==> src/rtl/prefetch_pkg.sv <==
// Shared definitions for the prefetch queue: default widths, fault marker codes and entry layout.
package prefetch_pkg;

    localparam int PREFETCH_DATA_W     = 32;
    localparam int PREFETCH_LEN_W      = 4;
    localparam int PREFETCH_DEPTH_LOG2 = 4;

    // Marker codes travel in the length field of an otherwise all-zero entry.
    localparam logic [PREFETCH_LEN_W-1:0] PREFETCH_GP_FAULT = 4'd15;
    localparam logic [PREFETCH_LEN_W-1:0] PREFETCH_PF_FAULT = 4'd14;

    typedef struct packed {
        logic [PREFETCH_LEN_W-1:0]  len;
        logic [PREFETCH_DATA_W-1:0] data;
    } prefetch_entry_t;

endpackage

==> src/rtl/prefetch_queue_if.sv <==
// Handshake bundle between prefetch engine / fetch-decode (master) and the prefetch queue (slave).
// Optional high-water-mark output is present when PREFETCH_QUEUE_HWM_EN is defined.
interface prefetch_queue_if
    import prefetch_pkg::*;
#(
    parameter int DATA_W     = PREFETCH_DATA_W,
    parameter int LEN_W      = PREFETCH_LEN_W,
    parameter int DEPTH_LOG2 = PREFETCH_DEPTH_LOG2
) ();

    logic                      pr_reset;
    logic                      prefetchfifo_signal_limit_do;
    logic                      prefetchfifo_signal_pf_do;
    logic                      prefetchfifo_write_do;
    logic [LEN_W+DATA_W-1:0]   prefetchfifo_write_data;
    logic [DEPTH_LOG2:0]       prefetchfifo_used;
    logic                      prefetchfifo_fault_held;
    logic                      prefetchfifo_overflow;
    logic                      prefetchfifo_accept_do;
    logic [LEN_W+2*DATA_W-1:0] prefetchfifo_accept_data;
    logic                      prefetchfifo_accept_empty;
`ifdef PREFETCH_QUEUE_HWM_EN
    logic [DEPTH_LOG2:0]       prefetchfifo_hwm;
`endif

    modport master (
        output pr_reset,
        output prefetchfifo_signal_limit_do,
        output prefetchfifo_signal_pf_do,
        output prefetchfifo_write_do,
        output prefetchfifo_write_data,
        output prefetchfifo_accept_do,
        input  prefetchfifo_used,
        input  prefetchfifo_fault_held,
        input  prefetchfifo_overflow,
        input  prefetchfifo_accept_data,
        input  prefetchfifo_accept_empty
`ifdef PREFETCH_QUEUE_HWM_EN
        , input prefetchfifo_hwm
`endif
    );

    modport slave (
        input  pr_reset,
        input  prefetchfifo_signal_limit_do,
        input  prefetchfifo_signal_pf_do,
        input  prefetchfifo_write_do,
        input  prefetchfifo_write_data,
        input  prefetchfifo_accept_do,
        output prefetchfifo_used,
        output prefetchfifo_fault_held,
        output prefetchfifo_overflow,
        output prefetchfifo_accept_data,
        output prefetchfifo_accept_empty
`ifdef PREFETCH_QUEUE_HWM_EN
        , output prefetchfifo_hwm
`endif
    );

endinterface

==> src/rtl/prefetch_queue_ram.sv <==
// Entry storage for the prefetch queue: clocked write, asynchronous read, contents never reset.
module prefetch_queue_ram #(
    parameter int WIDTH  = 36,
    parameter int ADDR_W = 4
) (
    input  logic              clk,
    input  logic              we,
    input  logic [ADDR_W-1:0] waddr,
    input  logic [WIDTH-1:0]  wdata,
    input  logic [ADDR_W-1:0] raddr,
    output logic [WIDTH-1:0]  rdata
);

    logic [WIDTH-1:0] mem_r [2**ADDR_W];

    // Write port
    always_ff @(posedge clk) begin
        if (we) begin
            mem_r[waddr] <= wdata;
        end
    end

    assign rdata = mem_r[raddr];

endmodule

==> src/rtl/prefetch_queue.sv <==
// Show-ahead prefetch queue with GP/PF fault markers, sticky fault blocking and overflow flag.
// Define PREFETCH_QUEUE_HWM_EN to add the prefetchfifo_hwm high-water-mark output.
module prefetch_queue
    import prefetch_pkg::*;
#(
    parameter int DATA_W     = PREFETCH_DATA_W,
    parameter int LEN_W      = PREFETCH_LEN_W,
    parameter int DEPTH_LOG2 = PREFETCH_DEPTH_LOG2
) (
    input  logic           clk,
    input  logic           rst_n,
    prefetch_queue_if.slave bus
);

    localparam int ENT_W = LEN_W + DATA_W;
    localparam logic [DEPTH_LOG2-1:0] PTR_ONE  = DEPTH_LOG2'(1'b1);
    localparam logic [DEPTH_LOG2:0]   CNT_ONE  = (DEPTH_LOG2+1)'(1'b1);
    localparam logic [DEPTH_LOG2:0]   CNT_ZERO = {(DEPTH_LOG2+1){1'b0}};
    localparam logic [DEPTH_LOG2:0]   FULL_CNT = {1'b1, {DEPTH_LOG2{1'b0}}};

    logic [DEPTH_LOG2-1:0] wr_ptr_r;
    logic [DEPTH_LOG2-1:0] rd_ptr_r;
    logic [DEPTH_LOG2:0]   count_r;
    logic                  fault_held_r;
    logic                  overflow_r;

    logic                  push_req_s;
    logic                  fault_req_s;
    logic                  empty_s;
    logic                  full_s;
    logic                  pop_s;
    logic                  push_s;
    logic                  drop_s;
    logic [ENT_W-1:0]      push_entry_s;
    logic [ENT_W-1:0]      head_s;

    // Source selection and push/pop qualification
    always_comb begin
        push_req_s   = bus.prefetchfifo_signal_limit_do | bus.prefetchfifo_signal_pf_do |
                       bus.prefetchfifo_write_do;
        fault_req_s  = bus.prefetchfifo_signal_limit_do | bus.prefetchfifo_signal_pf_do;
        push_entry_s = bus.prefetchfifo_write_data;
        if (bus.prefetchfifo_signal_limit_do) begin
            push_entry_s = {LEN_W'(PREFETCH_GP_FAULT), {DATA_W{1'b0}}};
        end else if (bus.prefetchfifo_signal_pf_do) begin
            push_entry_s = {LEN_W'(PREFETCH_PF_FAULT), {DATA_W{1'b0}}};
        end else begin
            push_entry_s = bus.prefetchfifo_write_data;
        end
        empty_s = (count_r == CNT_ZERO);
        full_s  = (count_r == FULL_CNT);
        pop_s   = bus.prefetchfifo_accept_do & ~empty_s;
        // A pop in the same cycle frees the slot, so a full queue may still accept.
        push_s  = push_req_s & ~fault_held_r & (~full_s | pop_s);
        drop_s  = push_req_s & ~fault_held_r & full_s & ~pop_s;
    end

    // Pointer, occupancy, sticky fault and overflow state
    always_ff @(posedge clk or negedge rst_n) begin
        if (!rst_n) begin
            wr_ptr_r     <= {DEPTH_LOG2{1'b0}};
            rd_ptr_r     <= {DEPTH_LOG2{1'b0}};
            count_r      <= CNT_ZERO;
            fault_held_r <= 1'b0;
            overflow_r   <= 1'b0;
        end else if (bus.pr_reset) begin
            wr_ptr_r     <= {DEPTH_LOG2{1'b0}};
            rd_ptr_r     <= {DEPTH_LOG2{1'b0}};
            count_r      <= CNT_ZERO;
            fault_held_r <= 1'b0;
            overflow_r   <= 1'b0;
        end else begin
            if (push_s) begin
                wr_ptr_r <= wr_ptr_r + PTR_ONE;
            end
            if (pop_s) begin
                rd_ptr_r <= rd_ptr_r + PTR_ONE;
            end
            if (push_s && !pop_s) begin
                count_r <= count_r + CNT_ONE;
            end else if (pop_s && !push_s) begin
                count_r <= count_r - CNT_ONE;
            end else begin
                count_r <= count_r;
            end
            if (push_s && fault_req_s) begin
                fault_held_r <= 1'b1;
            end
            if (drop_s) begin
                overflow_r <= 1'b1;
            end
        end
    end

    prefetch_queue_ram #(
        .WIDTH  (ENT_W),
        .ADDR_W (DEPTH_LOG2)
    ) u_ram (
        .clk   (clk),
        .we    (push_s),
        .waddr (wr_ptr_r),
        .wdata (push_entry_s),
        .raddr (rd_ptr_r),
        .rdata (head_s)
    );

    assign bus.prefetchfifo_used         = count_r;
    assign bus.prefetchfifo_fault_held   = fault_held_r;
    assign bus.prefetchfifo_overflow     = overflow_r;
    assign bus.prefetchfifo_accept_empty = empty_s;
    assign bus.prefetchfifo_accept_data  = {head_s[ENT_W-1 -: LEN_W], {DATA_W{1'b0}},
                                            head_s[DATA_W-1:0]};

`ifdef PREFETCH_QUEUE_HWM_EN
    logic [DEPTH_LOG2:0] hwm_r;

    // High-water mark follows the registered count, so it lags a count change by one cycle
    always_ff @(posedge clk or negedge rst_n) begin
        if (!rst_n) begin
            hwm_r <= CNT_ZERO;
        end else if (bus.pr_reset) begin
            hwm_r <= CNT_ZERO;
        end else if (count_r > hwm_r) begin
            hwm_r <= count_r;
        end else begin
            hwm_r <= hwm_r;
        end
    end

    assign bus.prefetchfifo_hwm = hwm_r;
`endif

endmodule

==> src/flat_wrapper.sv <==
// flat-port wrapper written by rule: the top's interface ports become plain ports
module prefetch_queue_flat import prefetch_pkg::*;
#(
    parameter int DATA_W     = PREFETCH_DATA_W,
    parameter int LEN_W      = PREFETCH_LEN_W,
    parameter int DEPTH_LOG2 = PREFETCH_DEPTH_LOG2
)
  (clk, rst_n, bus_pr_reset, bus_prefetchfifo_signal_limit_do, bus_prefetchfifo_signal_pf_do, bus_prefetchfifo_write_do, bus_prefetchfifo_write_data, bus_prefetchfifo_accept_do, bus_prefetchfifo_used, bus_prefetchfifo_fault_held, bus_prefetchfifo_overflow, bus_prefetchfifo_accept_data, bus_prefetchfifo_accept_empty);
  prefetch_queue_if #(.DATA_W(DATA_W), .LEN_W(LEN_W), .DEPTH_LOG2(DEPTH_LOG2)) bus_i ();
  input  logic clk;
  input  logic rst_n;
  input wire logic [$bits(bus_i.pr_reset)-1:0] bus_pr_reset;
  input wire logic [$bits(bus_i.prefetchfifo_signal_limit_do)-1:0] bus_prefetchfifo_signal_limit_do;
  input wire logic [$bits(bus_i.prefetchfifo_signal_pf_do)-1:0] bus_prefetchfifo_signal_pf_do;
  input wire logic [$bits(bus_i.prefetchfifo_write_do)-1:0] bus_prefetchfifo_write_do;
  input wire logic [$bits(bus_i.prefetchfifo_write_data)-1:0] bus_prefetchfifo_write_data;
  input wire logic [$bits(bus_i.prefetchfifo_accept_do)-1:0] bus_prefetchfifo_accept_do;
  output wire logic [$bits(bus_i.prefetchfifo_used)-1:0] bus_prefetchfifo_used;
  output wire logic [$bits(bus_i.prefetchfifo_fault_held)-1:0] bus_prefetchfifo_fault_held;
  output wire logic [$bits(bus_i.prefetchfifo_overflow)-1:0] bus_prefetchfifo_overflow;
  output wire logic [$bits(bus_i.prefetchfifo_accept_data)-1:0] bus_prefetchfifo_accept_data;
  output wire logic [$bits(bus_i.prefetchfifo_accept_empty)-1:0] bus_prefetchfifo_accept_empty;
  assign bus_i.pr_reset = bus_pr_reset;
  assign bus_i.prefetchfifo_signal_limit_do = bus_prefetchfifo_signal_limit_do;
  assign bus_i.prefetchfifo_signal_pf_do = bus_prefetchfifo_signal_pf_do;
  assign bus_i.prefetchfifo_write_do = bus_prefetchfifo_write_do;
  assign bus_i.prefetchfifo_write_data = bus_prefetchfifo_write_data;
  assign bus_i.prefetchfifo_accept_do = bus_prefetchfifo_accept_do;
  assign bus_prefetchfifo_used = bus_i.prefetchfifo_used;
  assign bus_prefetchfifo_fault_held = bus_i.prefetchfifo_fault_held;
  assign bus_prefetchfifo_overflow = bus_i.prefetchfifo_overflow;
  assign bus_prefetchfifo_accept_data = bus_i.prefetchfifo_accept_data;
  assign bus_prefetchfifo_accept_empty = bus_i.prefetchfifo_accept_empty;
  prefetch_queue #(.DATA_W(DATA_W), .LEN_W(LEN_W), .DEPTH_LOG2(DEPTH_LOG2)) u_core (.clk(clk), .rst_n(rst_n), .bus(bus_i));
endmodule
==> config.mk <==
export PLATFORM = sky130hd
export DESIGN_NAME = prefetch_queue_flat
export DESIGN_NICKNAME = d
export VERILOG_FILES = /design/src/rtl/prefetch_pkg.sv /design/src/rtl/prefetch_queue_if.sv /design/src/rtl/prefetch_queue_ram.sv /design/src/rtl/prefetch_queue.sv /design/src/flat_wrapper.sv
export SDC_FILE = /design/constraint.sdc
export NUM_CORES = 1
export LEC_CHECK = 0
export BUFFER_PORTS_ARGS = -buffer_cell sky130_fd_sc_hd__clkbuf_2
export CORE_AREA = 2 2 210 295
export CTS_CLUSTER_SIZE = 25
export DETAILED_ROUTE_END_ITERATION = 7
export DIE_AREA = 0 0 212 297
export MAX_ROUTING_LAYER = met4
export PLACE_DENSITY_LB_ADDON = 0.15
export SLEW_MARGIN = 15
export SYNTH_ARGS = -nofsm -noshare
export SYNTH_HDL_FRONTEND = slang
export SYNTH_SLANG_ARGS = --single-unit
==> constraint.sdc <==
create_clock -name clk -period 6.05 [get_ports clk]
set_clock_uncertainty 0.05 [all_clocks]
set_input_delay 0 -clock clk [delete_from_list [all_inputs] [get_ports clk]]
set_output_delay 0 -clock clk [all_outputs]
set_load 0.1 [all_outputs]
# == Word level (Yosys, flattened, before mapping) ==
# Memory sizes are Yosys's and may differ from the RTL's.
# Index checks and enable logic that the tools add are counted.
# word_totals
ramBits,576
input_bits,43
output_inout_bits,76
mem_count,1
word_cells,49
regBits,15
# memory_table
memory,words,width,rd,rd_clocked_by_memory_dff,wr,line_no,rtl
u_core.u_ram.mem_r,16,36,1,0,1,prefetch_queue_ram.sv:14,logic [WIDTH-1:0] mem_r [2**ADDR_W];
# classes
n_mux,15
n_reduce_logical,11
n_bitwise,12
eq_ne,1
add_sub_neg,4
# ops
op,n
$mux 36,2
$mux 4,4
$mux 5,3
$add 4x1->4 const B,2
$reduce_bool 2->1,4
$mux 1,6
$add 5x1->5 const B,1
$and 1x1->1,5
$eq 5x5->1 const B,1
$logic_not 5->1,1
$sub 5x1->5 const B,1
$not 1->1,4
$logic_and 1x1->1,3
$or 1x1->1,3
$reduce_bool 3->1,1
$logic_not 1->1,2

# == Logic depth before layout (Yosys ltp) ==
# logic_depth
depth_word,10
ltp_mapped,9
ltp_nobuf,9

# == Modules after synthesis ==
# A second synthesis with hierarchy kept.
# unflattened
cells_unflattened,1062
area_unflattened_um2,22964.5
# by_module_without_submodules
mod,instances,cells_per_inst,seq_area_each_um2,area_per_inst_um2
prefetch_queue_ram,1,902,17296.6,21599.5
prefetch_queue,1,160,375.4,1365.1

# == Worst setup path after synthesis ==
# Ideal clock, no wire load.
# synth_path
path_kind,flip-flop to flip-flop
startpoint,register u_core.count_r[0] (netlist: u_core.bus.prefetchfifo_used[0])
endpoint,"memory u_core.u_ram.mem_r[4][0], enable pin"
required_time_ps,5526
arrival_time_ps,4429
setup_ps,474
synth_period_minus_slack_ps,4953
path_stages_with_launch,5
slack_ps,1097
path_buffers,0
path_cell_list,dfrtp_1 > nor4_2 > a311oi_4 > nand2_1 > nor3_1
# synth_between
elab_chain_len,7
elab_cells_between_ends,9
cone_classes,eq/ne (1); mux (2); bitwise (5); reduce/logical (1)
# synth_rtl
item,line_no,rtl
from (decl),prefetch_queue.sv:23,logic [DEPTH_LOG2:0] count_r;
from (signal assigned),prefetch_queue.sv:80,count_r <= count_r + CNT_ONE;
from (signal assigned),prefetch_queue.sv:82,count_r <= count_r - CNT_ONE;
from (signal assigned),prefetch_queue.sv:84,count_r <= count_r;
$logic_not 5->1,prefetch_queue.sv:50,empty_s = (count_r == CNT_ZERO);
$not 1->1,prefetch_queue.sv:52,pop_s = bus.prefetchfifo_accept_do & ~empty_s;
$and 1x1->1,prefetch_queue.sv:52,
$or 1x1->1 (*),prefetch_queue.sv:54,push_s = push_req_s & ~fault_held_r & (~full_s | pop_s);
$and 1x1->1 (*),prefetch_queue.sv:54,
$mux 1 (*),prefetch_queue_ram.sv:18,if (we) begin
$mux 1 (not written as such) (*),prefetch_queue_ram.sv:19,mem_r[waddr] <= wdata;
to (decl),prefetch_queue_ram.sv:14,
# Every way passes the cells marked *; elsewhere a longest branch is shown, timed or not.

# == Worst setup path in the final report ==
# layout_path
startpoint,register u_core.rd_ptr_r[1]
endpoint,output port bus_prefetchfifo_accept_data[21]
# layout_between
elab_chain_len,1
# layout_rtl
item,line_no,rtl
from (decl),prefetch_queue.sv:22,logic [DEPTH_LOG2-1:0] rd_ptr_r;
from (signal assigned),prefetch_queue.sv:62,rd_ptr_r <= {DEPTH_LOG2{1'b0}};
from (signal assigned),prefetch_queue.sv:68,rd_ptr_r <= {DEPTH_LOG2{1'b0}};
from (signal assigned),prefetch_queue.sv:77,rd_ptr_r <= rd_ptr_r + PTR_ONE;
$mem_v2 16x36,n/a,
to (decl),flat_wrapper.sv:21,output wire logic [$bits(bus_i.prefetchfifo_accept_data)-1:0] bus_prefetchfifo_accept_data;
# No other way between the ends.

==> metrics.log <==
[metrics] endpoint of the most critical setup path: bus_prefetchfifo_accept_data[21]
[metrics] Synth Cell Area: between 20000 and 25000 um^2
[metrics] TritonCTS clock tree: yes
[metrics] Critical-path top delay cell: sky130_fd_sc_hd__dfrtp_4
[metrics] reported leakage power: 8.83 nW
[metrics] Max Cap Viol: 0
[metrics] fraction of final layout cells with drive strength greater than 1: 24.0%
[metrics] final standard cell count with taps included and fillers excluded: 1998
[metrics] run status: completed
[metrics] Total Negative Setup Slacks: 0 ps
[metrics] top-area cell type share of the netlist area: 72.5%
[metrics] cell accounting for the most synthesized area: sky130_fd_sc_hd__edfxtp_1
[metrics] R2R Setup Slk: between 2000 and 3000 ps
[metrics] worst hold margin: 39.8 ps
[metrics] insertion delay to the later sink of the worst-skew pair: 580 ps
[metrics] overall routed net length: 51500 um
[metrics] first-pass GRT wire length: around 75000 um
[metrics] number of buffer cells added on primary ports: between 80 and 90
[metrics] FFs w/ async S/R, synth: 2.54%
[metrics] area added between synthesis and finish: 13.3%
[metrics] net count reported at finish: 1191
[metrics] family with the most delay on the worst path: flip-flops
[metrics] Least-Margin Pin Slew: 1080 ps
[metrics] number of DRC violations after detailed-routing iteration 0: 627
[metrics] crit path buf inv count: 2
[metrics] final worst-path cycle share: 61.2%
[metrics] cell with the most instances after synthesis: sky130_fd_sc_hd__edfxtp_1
[metrics] Congestion Overflow GR: 0
[metrics] Mapped Avg Cell Area: 24.2 um^2
[metrics] number of flip-flops and latches in the synthesized netlist: a little under 600
[metrics] clock buffer count from CTS: 54
[metrics] normalized max-slew margin: 28.0%
[metrics] number of buffers inserted for hold repair after clock tree synthesis: 34
[metrics] Worst Reg2Reg Path Length in Cells: 5
[metrics] Reg2Reg Launch Point: u_core.bus.prefetchfifo_used[0]
[metrics] overall routing resource usage: between 10% and 20%
[metrics] count of cell types in the netlist: 45
[metrics] clock input transition at the sequential cells of the worst setup and hold paths: 60 ps
[metrics] die width: 212 um
[metrics] Synth Flop Type: sky130_fd_sc_hd__edfxtp_1
[metrics] final worst setup slack: 2350 ps
[metrics] die height: 297 um
[metrics] clock sinks: 591
[metrics] number of enable flip-flop cells after synthesis: 576
[metrics] sequential element share of the synthesized area: between 70 and 80%
[metrics] DP Area: between 20000 and 25000 um^2
[metrics] Tmin final: 3700 ps
[metrics] area of the core region: 60400 um^2
[metrics] number of stages on the worst setup path: 4
[metrics] Data arrival, critical path: between 3000 and 4000 ps
[metrics] final setup fails: 0
[metrics] number of placement rows: approximately 110
[metrics] launch point of the worst hold path: bus_prefetchfifo_write_data[24]
[metrics] deepest clock path buffer count: 3
[metrics] H-tree depth: 2
[metrics] crit path capture type: primary output
[metrics] number of vias per cell: 5.25
[metrics] beginning of the critical path: u_core.rd_ptr_r[1]
[metrics] Setup crit start kind: flip-flop
[metrics] Final ANT Viol Nets: 0
[metrics] antenna violations before repair: 0
[metrics] cell-by-cell listing of the critical path: buf_12 -> mux4_1 -> mux4_2 -> clkbuf_2
[metrics] pin count of the biggest net entering global routing: 96
[metrics] count of mapped cells out of synthesis: 988
[metrics] required time worst endpoint: 6000 ps
[metrics] post-route standard cell area excluding fillers: 27000 um^2
[metrics] IO Count: between 100 and 150
[metrics] number of vias in the routed layout: 10486
[metrics] Yosys Warn Count: 0
[metrics] Commonest cells post-synth: sky130_fd_sc_hd__edfxtp_1, sky130_fd_sc_hd__mux4_1, sky130_fd_sc_hd__mux4_2, sky130_fd_sc_hd__and2_1, sky130_fd_sc_hd__buf_4
[metrics] Max FO, Critical Path: 82
[metrics] worst setup slack before clock tree synthesis: 2660 ps
[metrics] starting utilization of the core area: 39.5%
[metrics] Worst path max stage delay: 1060 ps
[metrics] number of remaining DRC errors: 0
[metrics] total count of max-transition violations in the final report: 0
[metrics] number of optimization iterations in the first detailed-route pass: 6
[metrics] number of endpoints with negative hold slack in the final report: 0
[metrics] gp weighted congestion: 0.684
[metrics] RSZ-0062 raised after global routing: no
[metrics] Pwr Density: 394 nW/um^2
[metrics] largest cells by area after synthesis: sky130_fd_sc_hd__edfxtp_1, sky130_fd_sc_hd__mux4_1, sky130_fd_sc_hd__mux4_2
[metrics] Hold/Removal Path Class: primary input to flip-flop
[metrics] post-cts gate resize count: 0
[metrics] antenna fix cells: 0
[metrics] number of global-route vias before repair: around 11000
[metrics] number of buffers added for setup after CTS: 0
[metrics] die area: 63000 um^2
[metrics] category of the most critical setup path: flip-flop to primary output
[metrics] half-perimeter wire length of the detailed placement result: 26000 um
[metrics] cell at the root of the clock tree: sky130_fd_sc_hd__clkbuf_16
[metrics] per-cell routed wire length: around 26 um
[metrics] Crit Reg-Reg Endpoint: u_core.u_ram.mem_r[11][23]
[metrics] worst vdd ir: 0.319 mV
[metrics] maximum clock rate: about 270 MHz
[metrics] placed instance count: 1865
-- report_power, final --
group          leakage [nW]  switching, mW  internal, mW  total (mW)
logic                  2.50           1.69         0.838        2.53
registers              5.46          0.126          4.60        4.72
clock network         0.859           1.45          1.96        3.41
-- state kept, by name, indices dropped and copies added, names as in the netlist --
name / flops
u_core.bus.prefetchfifo_fault_held: 1
u_core.bus.prefetchfifo_overflow: 1
u_core.bus.prefetchfifo_used: 5
u_core.rd_ptr_r: 4
u_core.u_ram.mem_r: 576
u_core.wr_ptr_r: 4
-- cell usage in the layout (no fill, tap or decap), types with 2 or more instances in the layout --
| cell | count |
|---|---|
| sky130_fd_sc_hd__edfxtp_1 | 576 |
| sky130_fd_sc_hd__mux4_1 | 113 |
| sky130_fd_sc_hd__clkbuf_2 | 86 |
| sky130_fd_sc_hd__mux4_2 | 67 |
| sky130_fd_sc_hd__clkbuf_16 | 57 |
| sky130_fd_sc_hd__dlygate4sd3_1 | 34 |
| sky130_fd_sc_hd__and2_1 | 32 |
| sky130_fd_sc_hd__conb_1 | 32 |
| sky130_fd_sc_hd__buf_4 | 19 |
| sky130_fd_sc_hd__nor2_1 | 15 |
| sky130_fd_sc_hd__clkinv_1 | 14 |
| sky130_fd_sc_hd__dfrtp_1 | 11 |
| sky130_fd_sc_hd__clkinv_2 | 10 |
| sky130_fd_sc_hd__inv_1 | 9 |
| sky130_fd_sc_hd__ha_1 | 9 |
| sky130_fd_sc_hd__clkbuf_1 | 9 |
| sky130_fd_sc_hd__and2_2 | 8 |
| sky130_fd_sc_hd__a21oi_1 | 7 |
| sky130_fd_sc_hd__nand2_1 | 6 |
| sky130_fd_sc_hd__bufinv_16 | 6 |
| sky130_fd_sc_hd__nor2_4 | 5 |
| sky130_fd_sc_hd__nor3_2 | 4 |
| sky130_fd_sc_hd__or3_1 | 4 |
| sky130_fd_sc_hd__xnor2_1 | 4 |
| sky130_fd_sc_hd__mux2_4 | 4 |
| sky130_fd_sc_hd__nand3_1 | 4 |
| sky130_fd_sc_hd__xor2_1 | 3 |
| sky130_fd_sc_hd__clkinvlp_4 | 3 |
| sky130_fd_sc_hd__dfrtp_4 | 3 |
| sky130_fd_sc_hd__a21o_1 | 2 |
| sky130_fd_sc_hd__or2_2 | 2 |
| sky130_fd_sc_hd__buf_12 | 2 |
-- worst min path at each step --
stage | to | slack, ps | cells after the start
2_1_floorplan | u_core.bus.prefetchfifo_fault_held | -350 | 0
3_3_place_gp | u_core.rd_ptr_r[0] | -90 | 1
3_5_place_dp | u_core.bus.prefetchfifo_overflow | -90 | 1
4_1_cts | u_core.u_ram.mem_r[14][14] | 8 | 2
5_1_grt | u_core.u_ram.mem_r[4][24] | 40 | 2
6_report | u_core.u_ram.mem_r[7][24] | 40 | 2
-- layout make-up --
| class | count | area [um^2] |
|---|---|---|
| clock buffers | 66 | 1460 |
| flip-flops and latches | 591 | 17700 |
| fillers | 5065 | 33300 |
| repair buffers | 141 | 953 |
| inverters | 9 | 33.8 |
| well taps | 817 | 1020 |
| multi-input cells | 341 | 5580 |
| clock inverters | 33 | 305 |
-- layer usage --
metal | share of wire, % | vias to the layer above | track usage [%]
met2 | 52 | 241 | 28.9
met1 | 43 | 5670 | 22.1
li1 | - | 4505 | -
met3 | 3.4 | 70 | 2.00
met5 | 0 | - | -
met4 | 1.7 | 0 | 3.99
-- worst reg2reg max path, cell delays in order (launching register included) --
cell	delay, ps
sky130_fd_sc_hd__dfrtp_1	500
sky130_fd_sc_hd__nor4_2	140
sky130_fd_sc_hd__a311oi_4	610
sky130_fd_sc_hd__nand3b_1	430
sky130_fd_sc_hd__nor2_4	830
sky130_fd_sc_hd__buf_4	450
-- kinds of logic after synthesis --
family | count (synthesis) | share of synthesized area [%]
compound gates | 17 | 0.624
xor+xnor | 7 | 0.257
fa+ha+maj | 10 | 0.556
buf+inv | 87 | 3.33
flops | 591 | 74.1
mux | 184 | 19.0
other cells | 1 | 0.0157
simple gates | 91 | 2.15
-- metrics by stage --
stage | power (mW) | utilization (%)
CTS | 10.8 | 44.8
detailed placement | 7.38 | 41.3
global route | 11.0 | 44.8
floorplan | 6.99 | -
finish | 10.7 | 44.8
global placement | 7.38 | 41.3
Power figures use the tool's default switching activity.
